File: config.mk
export PLATFORM = sky130hd
export DESIGN_NAME = control_card_flat
export DESIGN_NICKNAME = d
export VERILOG_FILES = /design/src/rtl/control_card_if.sv /design/src/rtl/control_card.sv /design/src/flat_wrapper.sv
export SDC_FILE = /design/constraint.sdc
export NUM_CORES = 1
export LEC_CHECK = 0
export ABC_CLOCK_PERIOD_IN_PS = 1000
export CORE_MARGIN = 1
export CORE_UTILIZATION = 38
export CTS_CLUSTER_SIZE = 14
export DETAILED_ROUTE_END_ITERATION = 12
export GPL_TIMING_DRIVEN = 0
export HOLD_SLACK_MARGIN = 0.03
export PLACE_DENSITY = 0.81
export SLEW_MARGIN = 0
export SYNTH_ARGS = -nofsm -noshare
export SYNTH_HDL_FRONTEND = slang
export SYNTH_SLANG_ARGS = --single-unit
File: constraint.sdc
create_clock -name clk -period 1 [get_ports clk]
set_input_delay 0.2 -clock clk [delete_from_list [all_inputs] [get_ports clk]]
set_output_delay 0.2 -clock clk [all_outputs]
set_load 0.01 [all_outputs]
File: src/rtl/control_card_if.sv
// ============================================================================
// Module      : control_card_if
// Description : Bus bundle between the control card and the other cards:
//               data/leq flow into the control card, ctrl/halted/instr_done
//               flow out of it.
// Revision    : 1.0 - initial release
// ============================================================================
`default_nettype none

`ifndef DATAWIDTH
`define DATAWIDTH 8
`endif
`ifndef CTRLWIDTH
`define CTRLWIDTH 16
`endif

interface control_card_if #(
    parameter int DATAWIDTH = `DATAWIDTH,
    parameter int CTRLWIDTH = `CTRLWIDTH
);
    logic [DATAWIDTH-1:0] data;
    logic                 leq;
    logic [CTRLWIDTH-1:0] ctrl;
    logic                 halted;
    logic                 instr_done;

    // The control card drives the control bus and status flags
    modport master (
        input  data,
        input  leq,
        output ctrl,
        output halted,
        output instr_done
    );

    // The rest of the machine drives data and the ALU flag
    modport slave (
        output data,
        output leq,
        input  ctrl,
        input  halted,
        input  instr_done
    );
endinterface

`default_nettype wire

File: src/rtl/control_card.sv
// ============================================================================
// Module      : control_card
// Description : Sequencer for a SUBLEQ-style machine. Walks every instruction
//               through FA,INC1,FB,INC2,RDA,RDB,WRB then BR or INC3 and
//               drives the registered control bus for each step.
//               Optional macro CTRL_HALT_EN: a branch target of 0 stops the
//               machine in HALT until reset.
// Revision    : 1.0 - initial release
// ============================================================================
`default_nettype none

`ifndef DATAWIDTH
`define DATAWIDTH 8
`endif
`ifndef CTRLWIDTH
`define CTRLWIDTH 16
`endif

module control_card #(
    parameter int DATAWIDTH = `DATAWIDTH,
    parameter int CTRLWIDTH = `CTRLWIDTH
) (
    input  wire logic      clk,
    input  wire logic      rst,
    control_card_if.master bus
);

    // Control bus field positions
    localparam int c_wr_lsb  = 0;   // CTRL_REG_WR[1:0]
    localparam int c_rd_lsb  = 2;   // CTRL_REG_RD[1:0]
    localparam int c_mem_rd  = 4;
    localparam int c_mem_wr  = 5;
    localparam int c_inc_oe  = 6;
    localparam int c_alu_lda = 7;
    localparam int c_alu_ldb = 8;
    localparam int c_alu_oe  = 9;

    // Register select codes
    localparam logic [1:0] c_reg_none = 2'd0;
    localparam logic [1:0] c_reg_pc   = 2'd1;
    localparam logic [1:0] c_reg_a    = 2'd2;
    localparam logic [1:0] c_reg_b    = 2'd3;

    typedef enum logic [3:0] {
        IDLE = 4'd0,
        FA   = 4'd1,
        INC1 = 4'd2,
        FB   = 4'd3,
        INC2 = 4'd4,
        RDA  = 4'd5,
        RDB  = 4'd6,
        WRB  = 4'd7,
        BR   = 4'd8,
        INC3 = 4'd9,
        HALT = 4'd10
    } state_t;

    state_t               r_state;
    state_t               w_next;
    logic [CTRLWIDTH-1:0] r_ctrl;
    logic                 r_done;
    logic [DATAWIDTH-1:0] w_data;

    assign w_data = bus.data;

    // Control word for a state; only one data-bus source is ever enabled
    function automatic logic [CTRLWIDTH-1:0] ctrl_of(input state_t s);
        logic [CTRLWIDTH-1:0] c;
        c = '0;
        case (s)
            FA: begin
                c[c_rd_lsb +: 2] = c_reg_pc;
                c[c_mem_rd]      = 1'b1;
                c[c_wr_lsb +: 2] = c_reg_a;
            end
            FB: begin
                c[c_rd_lsb +: 2] = c_reg_pc;
                c[c_mem_rd]      = 1'b1;
                c[c_wr_lsb +: 2] = c_reg_b;
            end
            INC1, INC2, INC3: begin
                c[c_rd_lsb +: 2] = c_reg_pc;
                c[c_inc_oe]      = 1'b1;
                c[c_wr_lsb +: 2] = c_reg_pc;
            end
            RDA: begin
                c[c_rd_lsb +: 2] = c_reg_a;
                c[c_mem_rd]      = 1'b1;
                c[c_alu_lda]     = 1'b1;
            end
            RDB: begin
                c[c_rd_lsb +: 2] = c_reg_b;
                c[c_mem_rd]      = 1'b1;
                c[c_alu_ldb]     = 1'b1;
            end
            WRB: begin
                c[c_rd_lsb +: 2] = c_reg_b;
                c[c_alu_oe]      = 1'b1;
                c[c_mem_wr]      = 1'b1;
            end
            BR: begin
                c[c_rd_lsb +: 2] = c_reg_pc;
                c[c_mem_rd]      = 1'b1;
                c[c_wr_lsb +: 2] = c_reg_pc;
            end
            default: c[c_wr_lsb +: 2] = c_reg_none;
        endcase
        return c;
    endfunction

    // Next-state decode; leq only matters while leaving WRB
    always_comb begin
        w_next = IDLE;
        case (r_state)
            IDLE: w_next = FA;
            FA:   w_next = INC1;
            INC1: w_next = FB;
            FB:   w_next = INC2;
            INC2: w_next = RDA;
            RDA:  w_next = RDB;
            RDB:  w_next = WRB;
            WRB:  w_next = bus.leq ? BR : INC3;
`ifdef CTRL_HALT_EN
            BR:   w_next = (w_data == '0) ? HALT : FA;
            HALT: w_next = HALT;
`else
            BR:   w_next = FA;
`endif
            INC3: w_next = FA;
            default: w_next = IDLE;
        endcase
    end

    // State and all outputs registered together so ctrl is settled by negedge
    always_ff @(posedge clk or posedge rst) begin
        if (rst) begin
            r_state <= IDLE;
            r_ctrl  <= '0;
            r_done  <= 1'b0;
        end else begin
            r_state <= w_next;
            r_ctrl  <= ctrl_of(w_next);
            r_done  <= (r_state == BR) || (r_state == INC3);
        end
    end

    assign bus.ctrl       = r_ctrl;
    assign bus.instr_done = r_done;

`ifdef CTRL_HALT_EN
    logic r_halted;

    // Halt flag tracks entry into the HALT state
    always_ff @(posedge clk or posedge rst) begin
        if (rst) begin
            r_halted <= 1'b0;
        end else begin
            r_halted <= (w_next == HALT);
        end
    end

    assign bus.halted = r_halted;
`else
    logic w_unused_data;

    // Data bus is only inspected by the halt check
    assign w_unused_data = ^w_data;
    assign bus.halted    = 1'b0;
`endif

endmodule

`default_nettype wire

File: src/flat_wrapper.sv
// flat-port wrapper written by rule: the top's interface ports become plain ports
module control_card_flat 
#(
    parameter int DATAWIDTH = `DATAWIDTH,
    parameter int CTRLWIDTH = `CTRLWIDTH
)
  (clk, rst, bus_data, bus_leq, bus_ctrl, bus_halted, bus_instr_done);
  control_card_if #(.DATAWIDTH(DATAWIDTH), .CTRLWIDTH(CTRLWIDTH)) bus_i ();
  input  wire logic clk;
  input  wire logic rst;
  input wire logic [$bits(bus_i.data)-1:0] bus_data;
  input wire logic [$bits(bus_i.leq)-1:0] bus_leq;
  output wire logic [$bits(bus_i.ctrl)-1:0] bus_ctrl;
  output wire logic [$bits(bus_i.halted)-1:0] bus_halted;
  output wire logic [$bits(bus_i.instr_done)-1:0] bus_instr_done;
  assign bus_i.data = bus_data;
  assign bus_i.leq = bus_leq;
  assign bus_ctrl = bus_i.ctrl;
  assign bus_halted = bus_i.halted;
  assign bus_instr_done = bus_i.instr_done;
  control_card #(.DATAWIDTH(DATAWIDTH), .CTRLWIDTH(CTRLWIDTH)) u_core (.clk(clk), .rst(rst), .bus(bus_i));
endmodule
==> summary.md <==
| Metric | Value |
|---|---|
| Combinational Power Share | 0.053 |
| TritonCTS clock tree | done |
| Cell count after synthesis | 55 |
| Final Skew | 0.000969 ns |
| Setup violators final | 2 |
| Sequential share of power | 0.555 |
| Seq cells post-synth | 14 |
| Syn. warnings | 0 |
| CP arrival | 0.89 ns |
| MaxCap Viol Count | 0 |
| Post-synth top area cell | dfrtp_1 |
| H-tree depth | 1 |
| Root buffer cell | clkbuf_4 |
| PnR worst setup slack | -0.0878 ns |
| Post-Syn Area per Cell | 11.1 um^2 |
| First-pass GRT wire length | 1670 um |
| Skew-Pair Late Insertion Delay | 0.28 ns |
| F_max | 0.919 GHz |
| Fin crit share | 1.09 |
| Total Neg Setup Slack | -0.0979 ns |
| Diode count | 0 |
| Top Metal Used | met4 |
| Final ANT Viol Nets | 0 |
| Clock buffer depth | 2 |
| Vias per Instance | 4.57 |
| Max-slew violations | 0 |
| CP Max Fanout | 2 |
| DR WL met2 | 515 um |
| Die Ht | 42.0 um |
| Clk sinks | 14 |
| Hold buffers post-CTS | 0 |
| Sequential area share after synthesis | 0.575 |
| Final Wtd Congestion | 0.762 |
| Worst hold slack | 0.243 ns |
| Post-Syn Area | 609 um^2 |
| Largest net degree at the start of global routing | 15 |
| Final hold violation count | 0 |
| Worst-path clk slew | 0.08 ns |
| CP startpoint kind | flop |
| Chip Width | 42.0 um |
| Initial core utilization | 0.404 |
| DR vias | 425 |
| Clock network fraction of total power | 0.392 |
| Internal power | 0.813 mW |
| Psw | 0.206 mW |
| Post-layout min period | 1.09 ns |
| Worst-Margin Slew | 0.500 ns |
| Vias in the first global route | 383 |
| Total power | 1.02 mW |
| RSZ-0062 raised after global routing | yes |
| Total CTS buffers | 3 |
| Drt wl/cell | 11.2 um |
| Post-Route M1 WL | 423 um |
| Drt first pass iters | 4 |
| Req. time, crit path | 0.80 ns |
| Initial DRC Count | 4 |
| Sw frac | 0.202 |
| Crit end category | primary output |
| Violated checks | negative setup slack |
| Seq. cell area | 353 um^2 |
| Reg-to-reg endpoint | u_core.bus.ctrl[6] |
| # rows | 14 |
| VDD IR max | 0.543 mV |
| Outcome | finished with violations |
| Netlist cell types | 22 |
| Core area | 1510 um^2 |
| DR WL met3 | 91 um |
| Footprint of the multi-input gates | 203 um^2 |
| Fin nets | 89 |
| Initial antenna violation count | 0 |
| Final WL | 1050 um |
| Hold WC Path Type | primary input to async pin |
| Area delta synth->final | 29.2% |
| # fillers | 137 |
| Post-CTS Setup Bufs | 0 |
| CP Class | flop to primary output |
| DR DRC count | 0 |
| IO Count | 29 |
| R2r worst-path depth | 2 |
| Share of the synthesized area in the top cell type | 0.575 |
| Power per cell area | 1290 nW/um^2 |
| Port Buffers | 13 |
| Share of cells above drive strength 1 | 0.403 |
| Critical R2R Launch | u_core.r_state[3] |
| Cell leakage power | 0.401 nW |
| Synth area leaders | dfrtp_1, buf_4, nor2_1 |
| Internal reg-to-reg setup slack | 0.04 ns |
| Remaining global-route overflow | 0 |
| Slew headroom | 0.666 |
| GRT Util Overall | 0.130 |
| Die area | 1770 um^2 |
==> logic make-up (layout without fill, tap and decap cells) <==
family,count (synthesis),after routing,synth area share
simple gates,15,15,0.133
compound gates,9,9,0.111
other cells,1,7,0.00615
xor+xnor,2,2,0.0288
flops,14,14,0.575
buf+inv,14,30,0.146
==> power groups by stage <==
| stage | Clock, mW | Combinational, mW | Sequential [mW] |
|---|---|---|---|
| 2_1_floorplan | 0 | 0.0420 | 0.577 |
| 3_5_place_dp | 0 | 0.0536 | 0.577 |
| 3_3_place_gp | 0 | 0.0530 | 0.577 |
| 6_report | 0.399 | 0.0539 | 0.565 |
| 4_1_cts | 0.404 | 0.0537 | 0.565 |
| 5_1_grt | 0.437 | 0.0609 | 0.566 |
==> per-layer routing <==
metal	up-vias	track usage
met5	-	0
met4	0	0.0750
li1	206	-
met2	18	0.206
met3	2	0.0517
met1	199	0.150
==> cells in the mapped netlist <==
library cell,count
dfrtp_1,14
buf_4,9
nor2_1,5
inv_1,3
nand2_1,3
a21oi_1,2
buf_2,2
nor3b_1,2
xnor2_1,2
a211oi_1,1
a21boi_0,1
conb_1,1
nand2b_1,1
nand2b_4,1
nand3_1,1
nor2b_1,1
nor3_1,1
o21a_1,1
o21ai_0,1
o221ai_1,1
o221ai_2,1
o22ai_1,1
==> sequential cells by signal (all words and copies together), names as in the netlist <==
signal	count
u_core.bus.instr_done	1
u_core.r_state	4
u_core.bus.ctrl	9
==> cell type report <==
class,count,share of cell area
clock buffer,4,0.0461
sequential,14,0.448
tap,16,0.0254
timing repair buffer,13,0.103
multi-input combinational,33,0.258
buffer,10,0.105
inverter,3,0.0143
==> worst max-delay path: stages (launching register included) <==
cell     delay [ns]
dfrtp_1        0.39
buf_6          0.12
buf_6          0.11
==> placed cells by master, fill, tap and decap left out, types with 2 or more instances in the layout <==
| cell | instances |
|---|---|
| clkdlybuf4s50_1 | 2 |
| dfrtp_1 | 12 |
| dfrtp_2 | 2 |
| buf_6 | 3 |
| buf_4 | 8 |
| a21oi_1 | 2 |
| clkbuf_4 | 3 |
| nor2_1 | 5 |
| buf_2 | 10 |
| inv_1 | 3 |
| nand2_1 | 3 |
| nor3b_2 | 2 |
| conb_1 | 7 |
| xnor2_1 | 2 |
==> stage by stage <==
stage	instances	instance area [um^2]	setup slack, ns	util
2_1_floorplan	61	632	0.0713	-
3_3_place_gp	90	782	-0.137	0.519
3_5_place_dp	90	782	-0.172	0.519
4_1_cts	93	778	-0.0959	0.517
5_1_grt	93	787	-0.120	0.522
6_report	93	787	-0.0878	0.522
==> worst max path at each step <==
stage                       startpoint  slack (ns)  cells past startpoint                  to
global placement    u_core.bus.ctrl[5]       -0.14                      2         bus_ctrl[9]
floorplan            u_core.r_state[0]        0.07                      3  u_core.bus.ctrl[4]
detailed placement             bus_leq       -0.17                      4  u_core.bus.ctrl[4]
finish              u_core.bus.ctrl[5]       -0.09                      2         bus_ctrl[9]
global route        u_core.bus.ctrl[5]       -0.12                      2         bus_ctrl[9]
CTS                 u_core.bus.ctrl[5]        -0.1                      2         bus_ctrl[9]
==> what timing repair did <==
item,in CTS,in global routing
pin swaps,0,1
cloned,0,0
gates resized for setup,50,2
endpoints found under the setup margin,15,10
No activity file was read; power rests on OpenSTA's default activity.
